[config.mk]
export PLATFORM = sky130hd
export DESIGN_NAME = dtcm_arbiter
export DESIGN_NICKNAME = d
export VERILOG_FILES = /design/src/rtl/dtcm_arbiter.sv
export SDC_FILE = /design/constraint.sdc
export NUM_CORES = 1
export LEC_CHECK = 0
export BUFFER_PORTS_ARGS = -buffer_cell sky130_fd_sc_hd__buf_2
export CORE_AREA = 2 2 109 111
export CTS_BUF_LIST = sky130_fd_sc_hd__clkbuf_16
export DETAILED_ROUTE_END_ITERATION = 16
export DIE_AREA = 0 0 111 113
export GPL_TIMING_DRIVEN = 0
export PLACE_DENSITY = 0.57
export SLEW_MARGIN = 10
export SYNTH_ARGS = -nofsm -noshare
export SYNTH_HDL_FRONTEND = slang
export SYNTH_SLANG_ARGS = --single-unit
[constraint.sdc]
create_clock -name clk -period 2 [get_ports clk]
set_clock_uncertainty 0.1 [all_clocks]
set_input_delay 0.3 -clock clk [delete_from_list [all_inputs] [get_ports clk]]
set_output_delay 0.3 -clock clk [all_outputs]
set_load 0.01 [all_outputs]
[src/rtl/dtcm_arbiter.sv]
// -----------------------------------------------------------------------------
// dtcm_arbiter
//   Shares a single-port synchronous DTCM between the core load/store path and
//   a DMA/loader requester. The core has fixed priority. A wait counter forces
//   one DMA grant after MAX_WAIT consecutive denials so the DMA always makes
//   forward progress.
//
// Ports
//   clk, reset          clock, asynchronous active-low reset
//   core_minst          4-bit memory op (11xx = none, 0xxx = load, 10xx = store)
//   core_addr/wdata     core byte address, LSB-aligned store data
//   core_stall          core op not accepted this cycle (combinational)
//   dma_req/we/addr/    DMA request (held until granted), direction, word
//   dma_wdata/be        address, write data, byte enables
//   dma_gnt             DMA access issued this cycle (combinational)
//   dma_rvalid/rdata    DMA read return, one cycle after a granted DMA read
//   mem_*               SRAM interface; mem_rdata is valid the cycle after a read
//   misalign_err        one-cycle registered pulse for an accepted misaligned op
// -----------------------------------------------------------------------------
module dtcm_arbiter #(
  parameter int MAX_WAIT = 8,
  parameter int CNT_W    = 4
) (
  input  logic        clk,
  input  logic        reset,
  input  logic [3:0]  core_minst,
  input  logic [31:0] core_addr,
  input  logic [31:0] core_wdata,
  output logic        core_stall,
  input  logic        dma_req,
  input  logic        dma_we,
  input  logic [31:0] dma_addr,
  input  logic [31:0] dma_wdata,
  input  logic [3:0]  dma_be,
  output logic        dma_gnt,
  output logic        dma_rvalid,
  output logic [31:0] dma_rdata,
  output logic        mem_en,
  output logic [3:0]  mem_we,
  output logic [31:0] mem_addr,
  output logic [31:0] mem_wdata,
  input  logic [31:0] mem_rdata,
  output logic        misalign_err
);

  typedef enum logic {CORE_PRI, DMA_FORCE} arb_state_t;
  typedef enum logic {OWN_CORE, OWN_DMA}   rd_owner_t;

  localparam logic [CNT_W-1:0] WAIT_LAST = CNT_W'(MAX_WAIT - 1);

  arb_state_t       state;
  rd_owner_t        rd_owner;
  logic [CNT_W-1:0] wait_cnt;
  logic             rd_valid;
  logic [31:0]      rdata_hold;

  logic        core_req;
  logic        core_gnt;
  logic        is_store;
  logic        misaligned;
  logic [3:0]  core_be;
  logic [31:0] core_wd;

  // ---------------------------------------------------------------------------
  // Core op decode
  // ---------------------------------------------------------------------------
  assign core_req = (core_minst[3:2] != 2'b11);
  assign is_store = (core_minst[3:2] == 2'b10);

  // Size lives in minst[1:0] for loads and stores alike (lbu/lhu only set bit 2).
  assign misaligned = ((core_minst[1:0] == 2'b01) & core_addr[0]) |
                      (core_minst[1] & (core_addr[1:0] != 2'b00));

  // NOTE: every always_comb output gets a default first, so no path can leave
  // it unassigned and infer a latch.
  always_comb begin
    core_be = 4'b0000;
    core_wd = 32'h0;
    if (is_store) begin
      case (core_minst[1:0])
        2'b00: begin
          core_be = 4'b0001 << core_addr[1:0];
          core_wd = {4{core_wdata[7:0]}};
        end
        2'b01: begin
          core_be = 4'b0011 << {core_addr[1], 1'b0};
          core_wd = {2{core_wdata[15:0]}};
        end
        default: begin
          core_be = 4'b1111;
          core_wd = core_wdata;
        end
      endcase
    end
  end

  // ---------------------------------------------------------------------------
  // Grants. Both are forced low while reset is asserted. In DMA_FORCE the DMA
  // request is known to be pending (it is held until granted), so the grant
  // simply follows it and the core is stalled.
  // ---------------------------------------------------------------------------
  assign core_gnt   = reset & core_req & (state == CORE_PRI);
  assign dma_gnt    = reset & dma_req & ((state == DMA_FORCE) | ~core_req);
  assign core_stall = core_req & ~core_gnt;

  // ---------------------------------------------------------------------------
  // SRAM request mux; idle outputs are driven to 0.
  // ---------------------------------------------------------------------------
  always_comb begin
    mem_en    = 1'b0;
    mem_we    = 4'b0000;
    mem_addr  = 32'h0;
    mem_wdata = 32'h0;
    if (core_gnt) begin
      mem_en    = 1'b1;
      mem_we    = core_be;
      mem_addr  = core_addr & ~32'h3;
      mem_wdata = core_wd;
    end else if (dma_gnt) begin
      mem_en    = 1'b1;
      mem_we    = dma_we ? dma_be : 4'b0000;
      mem_addr  = dma_addr & ~32'h3;
      mem_wdata = dma_wdata;
    end
  end

  // ---------------------------------------------------------------------------
  // Arbitration state, wait counter and read-return bookkeeping
  // ---------------------------------------------------------------------------
  // NOTE: state registers use non-blocking assignments so every flop samples
  // the values from before the clock edge, independent of statement order.
  always_ff @(posedge clk or negedge reset) begin
    if (!reset) begin
      state        <= CORE_PRI;
      wait_cnt     <= '0;
      rd_owner     <= OWN_CORE;
      rd_valid     <= 1'b0;
      rdata_hold   <= 32'h0;
      misalign_err <= 1'b0;
    end else begin
      if (dma_gnt || !dma_req) begin
        wait_cnt <= '0;
      end else begin
        wait_cnt <= wait_cnt + 1'b1;
      end

      case (state)
        CORE_PRI:  if (dma_req && !dma_gnt && wait_cnt == WAIT_LAST) state <= DMA_FORCE;
        DMA_FORCE: state <= CORE_PRI;
        default:   state <= CORE_PRI;
      endcase

      rd_valid     <= (core_gnt & ~is_store) | (dma_gnt & ~dma_we);
      rd_owner     <= (dma_gnt & ~dma_we) ? OWN_DMA : OWN_CORE;
      misalign_err <= core_gnt & misaligned;
      if (dma_rvalid) begin
        rdata_hold <= mem_rdata;
      end
    end
  end

  // The SRAM presents read data in the cycle after the access; the DMA sees it
  // in that same cycle and the last value is held afterwards. Core read data
  // goes straight from mem_rdata to the core.
  assign dma_rvalid = rd_valid & (rd_owner == OWN_DMA);
  assign dma_rdata  = dma_rvalid ? mem_rdata : rdata_hold;

endmodule

==> metrics.cfg, run 1 <==
[run_status]
status=finished, violations left
violations=setup timing

[floorplan]
die_area_mm2=0.0125
rows=39
die_h_um=113
die_w_um=111
start_util=0.227
design.core.area_mm2=0.0113
ioPinCount=277

[final_layout]
fillers=1110
layout_commonest_cell=buf_2
design_area_mm2=0.00479
area_growth_pct=87.3
drive_above_1_share=0.702
stdcell_count=674
nets=704
fin_util=0.425
antenna_cells=0
final_cell_mix=271 x buf_2, 39 x dfrtp_1, 38 x a22o_1

[detailed_routing]
drtPass1Iterations=4
num_vias=3239
antenna_left=0
wl_per_cell_um=17.4
drt-initial-drc-count=97
viasPerCell=4.81
drc=0
wl_mm=11.7

[power_and_ir_drop]
ir_drop_uv=664
p_per_area_mw_per_mm2=608
finalPower_mw=2.91
p_leak_nw=2.57

[global_route]
grt_pass1_wl_mm=17.1
first_global_vias=3203
antenna_found_initial=1
grt_use_total=0.172
overflow=0
grt_max_degree=46

[logic_synthesis]
synth_xor_area_frac=0.00685
synthCells=232
synthAdderAreaFrac=0.00489
synth_top_family_by_area=compound AO/OA/AOI/OAI gates
syn_avg_cell_area_um2=11.0
ys_seq_area_frac=0.391
netlist_area_mm2=0.00256
synth-async-reset-ratio=1.00
ys_types=34
ys_ff_latch=40
synth_edf_count=0
ys.flop_type=dfrtp_1
yosys.area_share.simple=0.0475
ys_warn_count=0
synth_compound_area_frac=0.286
muxShareOfSynthArea=0.204

[timing]
fin_setup_tns_ps=-2840
post-route-min-period_ps=2110
drv_slew=0
max_freq_mhz=475
hold_viol=0
setup_ws_ps=-105
slew-limit-headroom=0.587
finalCritPeriodShare=1.05
worst_pin_slew_ps=619
setup_violations=64
rsz0062_at_grt=yes
timing.hold.ws_ps=162

[clock_tree]
cts_root_buf=clkbuf_16
clkLatencyLatePin_ps=280
path_clk_slew_ps=50
cts_sinks=40
cts_tree=done
htree_levels=2
cts_inserted_buffers=5
cts_buffer_depth=2

[worst_setup_path]
crit_fanout=5
worstPathRequired_ps=1600
crit_arrival_ps=1710
end_kind=primary output
crit_type=reg2out
cp-start-kind=flop

[placed_design]
place_area_mm2=0.00410
portBuffers=272
dpl.cell_count=648
dpl_worst_slack_ps=-850
gp_congestion=0.848
hpwl_mm=9.27

[hold_path]
min_path_type=in2reg

[job]
drv_cap=0

-- metal layers --
| layer | GRT usage | part of all wire | vias up |
|---|---|---|---|
| met5 | 0 | 0.0011 | - |
| met4 | 0.0667 | 0.031 | 2 |
| met3 | 0.0493 | 0.085 | 27 |
| met2 | 0.310 | 0.52 | 177 |
| met1 | 0.193 | 0.37 | 1537 |
| li1 | - | - | 1496 |
-- worst max-delay path: stages (launching register included) --
cell	delay, ps
dfrtp_2	440
a21oi_2	140
or2_4	170
inv_6	50
buf_12	130
clkbuf_16	150
a22o_1	210
buf_2	140
-- repair_timing --
| item | in CTS | in global routing |
|---|---|---|
| buffers inserted | 8 | 3 |
| pin swaps | 5 | 10 |
| setup endpoints to repair | 97 | 69 |
| gates resized for setup | 35 | 37 |
| hold endpoints to repair | 40 | 40 |
| gates cloned | 3 | 3 |
-- synthesized netlist by cell type, types with 2 or more instances --
| cell type | count | area, um^2 |
|---|---|---|
| dfrtp_1 | 40 | 1000 |
| a22o_1 | 38 | 333 |
| mux2_2 | 32 | 360 |
| o2bb2ai_1 | 24 | 210 |
| mux2i_1 | 16 | 160 |
| o21ai_0 | 13 | 65.1 |
| buf_2 | 11 | 55.1 |
| o22ai_1 | 9 | 56.3 |
| nor2_1 | 5 | 18.8 |
| a21oi_1 | 4 | 20.0 |
| a32o_1 | 4 | 40.0 |
| buf_6 | 4 | 45.0 |
| clkbuf_1 | 3 | 11.3 |
| inv_1 | 3 | 11.3 |
| nand2_1 | 3 | 11.3 |
| buf_1 | 2 | 7.51 |
| buf_4 | 2 | 15.0 |
| nand2b_1 | 2 | 12.5 |
| nor2b_1 | 2 | 12.5 |
-- layout make-up --
| cell class | instances | area (um^2) | share of cell area |
|---|---|---|---|
| tap | 143 | 179 | 0.0373 |
| clock buffer | 5 | 125 | 0.0261 |
| inverter | 4 | 20.0 | 0.00418 |
| multi-input combinational | 167 | 1540 | 0.320 |
| sequential | 40 | 1000 | 0.209 |
| timing repair buffer | 291 | 1650 | 0.344 |
| clock inverter | 2 | 60.1 | 0.0125 |
| buffer | 22 | 223 | 0.0465 |
-- power breakdown --
group          switching [mW]  leakage, nW  internal [mW]  total, mW
Sequential             0.0310        0.479          0.933      0.964
Combinational           0.461         2.00          0.486      0.948
Clock                   0.293       0.0899          0.707       1.00
-- cells by family (layout without fill, tap and decap cells) --
logic type                 Yosys count  count (layout)
adders and majority gates            1               1
and+or+nand+nor                     21              21
muxes                               48              48
other                                1               2
AOI/OAI and AO/OA                   93              93
DFF                                 40              40
buffers and inverters               26             324
xor gates and xnor gates             2               2
-- flip-flops by register name (all words and copies together) (netlist names) --
name / flops
rd_valid: 1
misalign_err: 1
rd_owner: 1
rdata_hold: 32
wait_cnt: 4
state: 1
-- path summary, 6_finish.rpt --
kind | end | slack (ps) | depth (start not counted) | start
max in group asynchronous | state | 1070 | 3 | reset
min in group asynchronous | rdata_hold[2] | 530 | 3 | reset
hold reg to reg | wait_cnt[0] | 360 | 1 | wait_cnt[0]
hold / removal | rd_owner | 160 | 2 | dma_we
setup / recovery | mem_addr[20] | -110 | 7 | state
setup reg to reg | misalign_err | 590 | 5 | state
Note: power is estimated with default switching activity, not from simulation.
==> run 2: changes to the inputs <==
Settings changed: CORE_AREA 2 2 109 111 to 2 2 107 109, DIE_AREA 0 0 111 113 to 0 0 109 111, PLACE_DENSITY 0.57 to 0.58.
Clock period 2 ns to 2.55 ns, I/O delays scaled along.
==> run 2 against run 1 <==
The flow now finishes without violations; count of clock-buffer cells in the layout unchanged; critical path type unchanged; largest cell class unchanged; register-to-register slack better by 500 ps; highest routed layer unchanged; routed wire length down 7.7%; hold slack better by 94 ps; largest power group is now registers; combinational power down 28%.
==> metrics.cfg, run 2 (same netlist as run 1, synthesis figures left out) <==
[run_status]
status=complete, no violations

[global_route]
grt_pass1_wl_mm=15.9
grt_use_total=0.168
overflow=0
grt_max_degree=41
antenna_found_initial=2
first_global_vias=3084

[clock_tree]
cts_inserted_buffers=5
cts_sinks=40
cts_buffer_depth=2
htree_levels=2
clkLatencyLatePin_ps=270
path_clk_slew_ps=50
cts_tree=done
cts_root_buf=clkbuf_16

[final_layout]
largest_reg_flops=32
top_regs=rdata_hold x32, wait_cnt x4
largest-register=rdata_hold
design_area_mm2=0.00432
stdcell_count=660
drive_above_1_share=0.653
final_cell_mix=282 x buf_2, 40 x dfrtp_1, 38 x a22o_1
fin_util=0.390
layout_commonest_cell=buf_2
area_growth_pct=68.8
nets=688

[floorplan]
die_w_um=109
start_util=0.231
die_h_um=111
rows=39
design.core.area_mm2=0.0111
die_area_mm2=0.0121
ioPinCount=277

[placed_design]
dpl.cell_count=648
place_area_mm2=0.00410
portBuffers=272
gp_congestion=0.938
dpl_worst_slack_ps=-491
hpwl_mm=9.14

[timing]
setup_violations=0
drv_slew=0
post-route-min-period_ps=2290
fin_setup_tns_ps=0
finalCritPeriodShare=0.900
rsz0062_at_grt=no
hold_viol=0
worst_pin_slew_ps=595
slew-limit-headroom=0.603
max_freq_mhz=436
setup_ws_ps=256

[hold_path]
min_path_type=in2reg

[job]
drv_cap=0

[detailed_routing]
viasPerCell=4.71
drt-initial-drc-count=69
wl_mm=10.8
antenna_left=0
drtPass1Iterations=4
wl_per_cell_um=16.4
num_vias=3106
drc=0

[power_and_ir_drop]
p_leak_nw=2.37
ir_drop_uv=399
p_per_area_mw_per_mm2=489

[worst_setup_path]
crit_arrival_ps=1810
crit_fanout=10
worstPathRequired_ps=2070
end_kind=primary output
crit_type=reg2out
cp-start-kind=flop

run 2: cell count changes in the layout (fill, tap and decap cells not counted), sizes merged:
cell	before	now
buf	308	293
bufinv	2	1
clkbuf	9	8
clkinv	0	1
diode	0	1
inv	4	5
run 2: where the power goes:
group,switching [mW],internal (mW),total [mW]
clock network,0.223,0.455,0.678
registers,0.0238,0.732,0.756
logic,0.338,0.339,0.678
run 2: per-layer routing:
| metal | share of wire | track usage | wire, um | vias up |
|---|---|---|---|---|
| met3 | 0.10 | 0.0441 | 1110 | 23 |
| met1 | 0.39 | 0.194 | 4170 | 1431 |
| met4 | 0.029 | 0.0650 | 318 | 2 |
| met2 | 0.48 | 0.291 | 5200 | 177 |
| li1 | - | - | - | 1473 |
| met5 | 0.0010 | 0 | 11 | - |
run 2: final timing paths:
path / from / endpoint / slack [ps] / cells past startpoint
worst max-delay path: state / mem_wdata[1] / 260 / 4
worst min-delay path: mem_rdata[24] / rdata_hold[24] / 260 / 2
worst max register to register: rd_valid / rdata_hold[18] / 1090 / 3
worst min register to register: wait_cnt[0] / wait_cnt[0] / 360 / 1
max in group asynchronous: reset / state / 1570 / 3
min in group asynchronous: reset / rdata_hold[31] / 600 / 3
run 2: area by class of cell:
class / instances / area (um^2)
Buffer: 22 / 135
Sequential cell: 40 / 1000
Fill cell: 1118 / 6760
Clock inverter: 3 / 38.8
Timing Repair Buffer: 275 / 1410
Inverter: 4 / 15.0
Tap cell: 143 / 179
Clock buffer: 5 / 125
Antenna cell: 1 / 2.50
Multi-Input combinational cell: 167 / 1420
run 2: stage by stage:
| step | power, mW | hold slack (ps) |
|---|---|---|
| CTS | 2.15 | 247 |
| global placement | 1.43 | 348 |
| global route | 2.24 | 253 |
| detailed placement | 1.44 | 347 |
| floorplan | 1.08 | -13.1 |
| finish | 2.11 | 256 |
run 2: worst max-delay path, stage by stage, from the launching register on:
cell and delay, ps:
dfrtp_1 420, and4bb_2 330, clkbuf_1 420, a22o_1 220
buf_2 150
run 2: timing repair:
action	4_1_cts	5_1_grt
hold buffers	2	0
gates resized for setup	2	3
buffers inserted	1	0
endpoints found under the setup margin	68	4
pin swaps	1	0
hold endpoints to repair	40	0
